==> config.mk <==
export PLATFORM = sky130hd
export DESIGN_NAME = dmem_arbiter
export DESIGN_NICKNAME = d
export VERILOG_FILES = /design/src/rtl/dmem_arbiter.sv
export SDC_FILE = /design/constraint.sdc
export NUM_CORES = 1
export LEC_CHECK = 0
export ABC_AREA = 1
export BUFFER_PORTS_ARGS = -buffer_cell sky130_fd_sc_hd__buf_2
export CORE_AREA = 3 3 90 92
export CTS_CLUSTER_SIZE = 30
export DETAILED_ROUTE_END_ITERATION = 8
export DIE_AREA = 0 0 93 95
export PLACE_DENSITY = 0.6
export SETUP_SLACK_MARGIN = 0.3
export SYNTH_ARGS = -nofsm -noshare
export SYNTH_HDL_FRONTEND = slang
export SYNTH_SLANG_ARGS = --single-unit
==> constraint.sdc <==
create_clock -name clk -period 3.1 [get_ports clk]
set_input_delay 0.465 -clock clk [delete_from_list [all_inputs] [get_ports clk]]
set_output_delay 0.465 -clock clk [all_outputs]
set_load 0.05 [all_outputs]
==> src/rtl/dmem_arbiter.sv <==
// Shares the single-port data memory between the CPU load/store port and the loader port.
// One access per cycle, round-robin with a bounded burst, read data routed back to its issuer.
//
// state    | meaning
// OWN_NONE | no grant last cycle; a tie goes to the CPU
// OWN_CPU  | CPU held the last grant; burst_cnt counts its consecutive grants
// OWN_LDR  | loader held the last grant; burst_cnt counts its consecutive grants
module dmem_arbiter #(
  parameter int AW        = 10,
  parameter int DW        = 32,
  parameter int MAX_BURST = 4
) (
  input  logic          clk,
  input  logic          rst,
  input  logic          c_req,
  input  logic          c_we,
  input  logic [AW-1:0] c_addr,
  input  logic [DW-1:0] c_wdata,
  output logic          c_gnt,
  output logic          c_rvalid,
  output logic [DW-1:0] c_rdata,
  input  logic          l_req,
  input  logic          l_we,
  input  logic [AW-1:0] l_addr,
  input  logic [DW-1:0] l_wdata,
  output logic          l_gnt,
  output logic          l_rvalid,
  output logic [DW-1:0] l_rdata,
  output logic          mem_en,
  output logic          mem_we,
  output logic [AW-1:0] mem_addr,
  output logic [DW-1:0] mem_wdata,
  input  logic [DW-1:0] mem_rdata
);

  typedef enum logic [1:0] {OWN_NONE, OWN_CPU, OWN_LDR} owner_t;

  localparam int CW = $clog2(MAX_BURST + 1);
  localparam logic [CW-1:0] BURST_MAX = CW'(MAX_BURST);

  owner_t        owner, owner_nxt;
  logic [CW-1:0] burst_cnt, burst_cnt_nxt;
  logic          rd_pend, rd_pend_nxt;
  logic          rd_port, rd_port_nxt;  // 0 = CPU, 1 = loader

  always_ff @(posedge clk or posedge rst) begin
    if (rst) begin
      owner     <= OWN_NONE;
      burst_cnt <= '0;
      rd_pend   <= 1'b0;
      rd_port   <= 1'b0;
    end else begin
      owner     <= owner_nxt;
      burst_cnt <= burst_cnt_nxt;
      rd_pend   <= rd_pend_nxt;
      rd_port   <= rd_port_nxt;
    end
  end

  always_comb begin
    c_gnt         = 1'b0;
    l_gnt         = 1'b0;
    owner_nxt     = OWN_NONE;
    burst_cnt_nxt = '0;
    rd_pend_nxt   = 1'b0;
    rd_port_nxt   = rd_port;

    // Grants are forced off while reset is held, even though they are combinational.
    if (!rst) begin
      if (c_req && !l_req) begin
        c_gnt = 1'b1;
      end else if (l_req && !c_req) begin
        l_gnt = 1'b1;
      end else if (c_req && l_req) begin
        case (owner)
          OWN_CPU: begin
            c_gnt = (burst_cnt < BURST_MAX);
            l_gnt = !(burst_cnt < BURST_MAX);
          end
          OWN_LDR: begin
            l_gnt = (burst_cnt < BURST_MAX);
            c_gnt = !(burst_cnt < BURST_MAX);
          end
          default: c_gnt = 1'b1;
        endcase
      end
    end

    if (c_gnt) begin
      owner_nxt = OWN_CPU;
      if (owner == OWN_CPU)
        burst_cnt_nxt = (burst_cnt == BURST_MAX) ? burst_cnt : burst_cnt + CW'(1);
      else
        burst_cnt_nxt = CW'(1);
      rd_pend_nxt = !c_we;
      rd_port_nxt = 1'b0;
    end else if (l_gnt) begin
      owner_nxt = OWN_LDR;
      if (owner == OWN_LDR)
        burst_cnt_nxt = (burst_cnt == BURST_MAX) ? burst_cnt : burst_cnt + CW'(1);
      else
        burst_cnt_nxt = CW'(1);
      rd_pend_nxt = !l_we;
      rd_port_nxt = 1'b1;
    end
  end

  always_comb begin
    mem_en    = c_gnt | l_gnt;
    mem_we    = 1'b0;
    mem_addr  = '0;
    mem_wdata = '0;
    if (c_gnt) begin
      mem_we    = c_we;
      mem_addr  = c_addr;
      mem_wdata = c_wdata;
    end else if (l_gnt) begin
      mem_we    = l_we;
      mem_addr  = l_addr;
      mem_wdata = l_wdata;
    end
  end

  assign c_rvalid = rd_pend & ~rd_port;
  assign l_rvalid = rd_pend & rd_port;
  assign c_rdata  = c_rvalid ? mem_rdata : '0;
  assign l_rdata  = l_rvalid ? mem_rdata : '0;

endmodule

==> impl_metrics.yaml <==
status:
  status: "completed"
critical_path:
  critical_path.max_stage_delay_ps: 380
  worstPathCellList: "inv_1 -> ha_1 -> nor2_1 -> nand3_1 -> nand2_4 -> buf_4 -> nand3_1 -> nand2_1 -> buf_2"
  cp-end-kind: "primary output"
  critPathArrivalTime_ps: 2100
  cp_max_fo: 21
  critical_path_class: "flip-flop to primary output"
  cp_common_cell: "nand3_1"
  cp.required_ps: 2630
  crit_buf_inv: 3
  crit_family: "simple AND/OR/NAND/NOR gates"
  crit_start: "owner[0]"
  start_kind: "flip-flop"
  cp_slowest_cell: "dfrtp_1"
  r2r-start: "owner[0]"
clock_network:
  cts_buffer_depth: 2
  numCtsBuffers: 3
  clk_latency_ps: 230
  clock-sinks: 7
  h-tree-depth: 1
  clkTransAtPathRegs_ps: 40
  cts_tree: "yes"
  cts_setup_buffers: 0
  clockRootBuffer: "clkbuf_8"
finish:
  drive_gt1_share_pct: 45.1
  fin_util_pct: 38.5
  fillers: 821
  diodes: 0
  area_growth_pct: 82.9
  layout_commonest_cell: "buf_2"
  final_cell_mix: "233 x buf_2, 108 x nand2_1, 71 x nor2_1"
  nets: 672
timing:
  rsz0062_at_grt: "false"
  max_freq_mhz: 389
  setup_violations: 0
  layout_min_cycle_time_ps: 2570
  slew_headroom_pct: 34.4
  slew_viol_final: 0
  fin_skew_ps: 1.49
  tns_ps: 0
  worst_slew_pin_slew_ps: 982
  finalCritPeriodShare_pct: 82.9
  finalHoldViolations: 0
synth:
  ys_types: 17
  synth_nets: 451
  yosysWarnings: 0
  syn-mean-instance-area_sq_um: 4.75
  synth_top_cell_by_area: "nand2_1"
  ys_seq_area_share_pct: 11.4
  synth_area_leaders: "nand2_1 26%, nor2_1 17%, nand3_1 17%"
  netlist_area_sq_mm: 0.00153
  synth_top_cell_area_share_pct: 26.4
  syn_inst: 323
  synth-seq-cells: 7
routing:
  wl_microns: 7160
  antenna_left: 0
  num_vias: 2663
  wl_per_cell_microns: 11.2
  drc: 0
  via_per_inst: 4.15
  first_pass_iters: 4
  first_iter_violations: 78
die:
  rows: 31
  die_x_microns: 93
  io-pin-count: 234
  die_y_microns: 95
  initial_core_util_pct: 21.0
  core_area_sq_mm: 0.00729
  die_area_sq_mm: 0.00884
power_and_ir_drop:
  leakage_nw: 2.09
  peakVddDrop_uv: 123
  power_density_mw_per_mm2: 269
grt:
  overflow: 0
  antenna_found_initial: 0
  grt_pass1_wl_microns: 10600
  grt_pass1_vias: 2463
  track_usage_pct: 14.5
  grt_max_degree: 44
placed_design:
  routabilityCongestion: 0.785
  port_buffers: 233
  place_hpwl_microns: 6140
flow_run:
  cap_viol_max_count: 0
worst_hold_path:
  hp-class: "input pin to asynchronous set/reset pin"
-- path summary, 6_finish.rpt --
kind                                end  slack (ps)  cells after the start
setup / recovery            mem_addr[6]         530                      9
hold reg to reg                 rd_port         520                      2
max in group asynchronous      owner[0]        2680                      2
min in group clk                rd_pend         510                      4
hold / removal                  rd_port         190                      2
setup reg to reg           burst_cnt[1]        1430                      8
-- flip-flops by register name (all words and copies together) (netlist names) --
signal,flops
rd_port,1
burst_cnt,3
rd_pend,1
owner,2
-- metrics by stage --
stage	instance area (sq um)	power (mW)	setup WS, ps	hold slack [ps]	cells
2_1_floorplan	1530	0.464	453	276	323
3_3_place_gp	2750	0.624	700	438	638
3_5_place_dp	2750	0.627	646	440	638
4_1_cts	2800	0.759	403	198	642
5_1_grt	2800	0.799	367	208	642
6_report	2800	0.753	531	185	642
-- layout make-up --
type                       instances  area [sq um]  area share, %
sequential                         7           175           6.25
multi-input combinational        243          1050           37.5
tap                               99           124           4.42
inverter                          51           191           6.83
clock buffer                       4          45.0           1.61
timing repair buffer             238          1220           43.4
-- cell usage after synthesis (all sizes together) --
cell type,count
nand2,109
nor2,72
inv,51
nand3,51
buf,16
dfrtp,7
clkbuf,6
ha,6
a21oi,2
o21ai,2
nand3b,1
-- where the power goes --
part / leakage, nW / switching (mW) / internal (mW) / total (mW)
Clock: 0.0228 / 0.0415 / 0.0891 / 0.131
Combinational: 1.98 / 0.382 / 0.139 / 0.521
Sequential: 0.0930 / 0.00413 / 0.0974 / 0.102
-- metal layers --
layer,track usage (%),part of all wire (%),vias up
met5,0,0,-
met4,3.91,0.92,0
met3,3.35,11,4
met2,30.4,54,149
met1,13.9,35,1112
li1,-,-,1398
-- worst reg2reg max path, stage by stage (launching register included) --
cell	delay, ps
dfrtp_1	380
inv_1	70
ha_1	280
nor2_1	100
nand3_1	110
nand2_4	210
buf_4	250
nand3_1	100
nand2_1	90
-- what timing repair did --
item / CTS / global route
setup endpoints to repair: 0 / 36
gates resized for setup: 0 / 1
hold buffers: 0 / 0
-- logic make-up after synthesis --
group / synth area share [%]
adders and majority gates: 4.90
and+or+nand+nor: 61.8
DFF: 11.4
AOI/OAI and AO/OA: 1.31
buffers and inverters: 20.6
(Power assumes the default switching activity.)
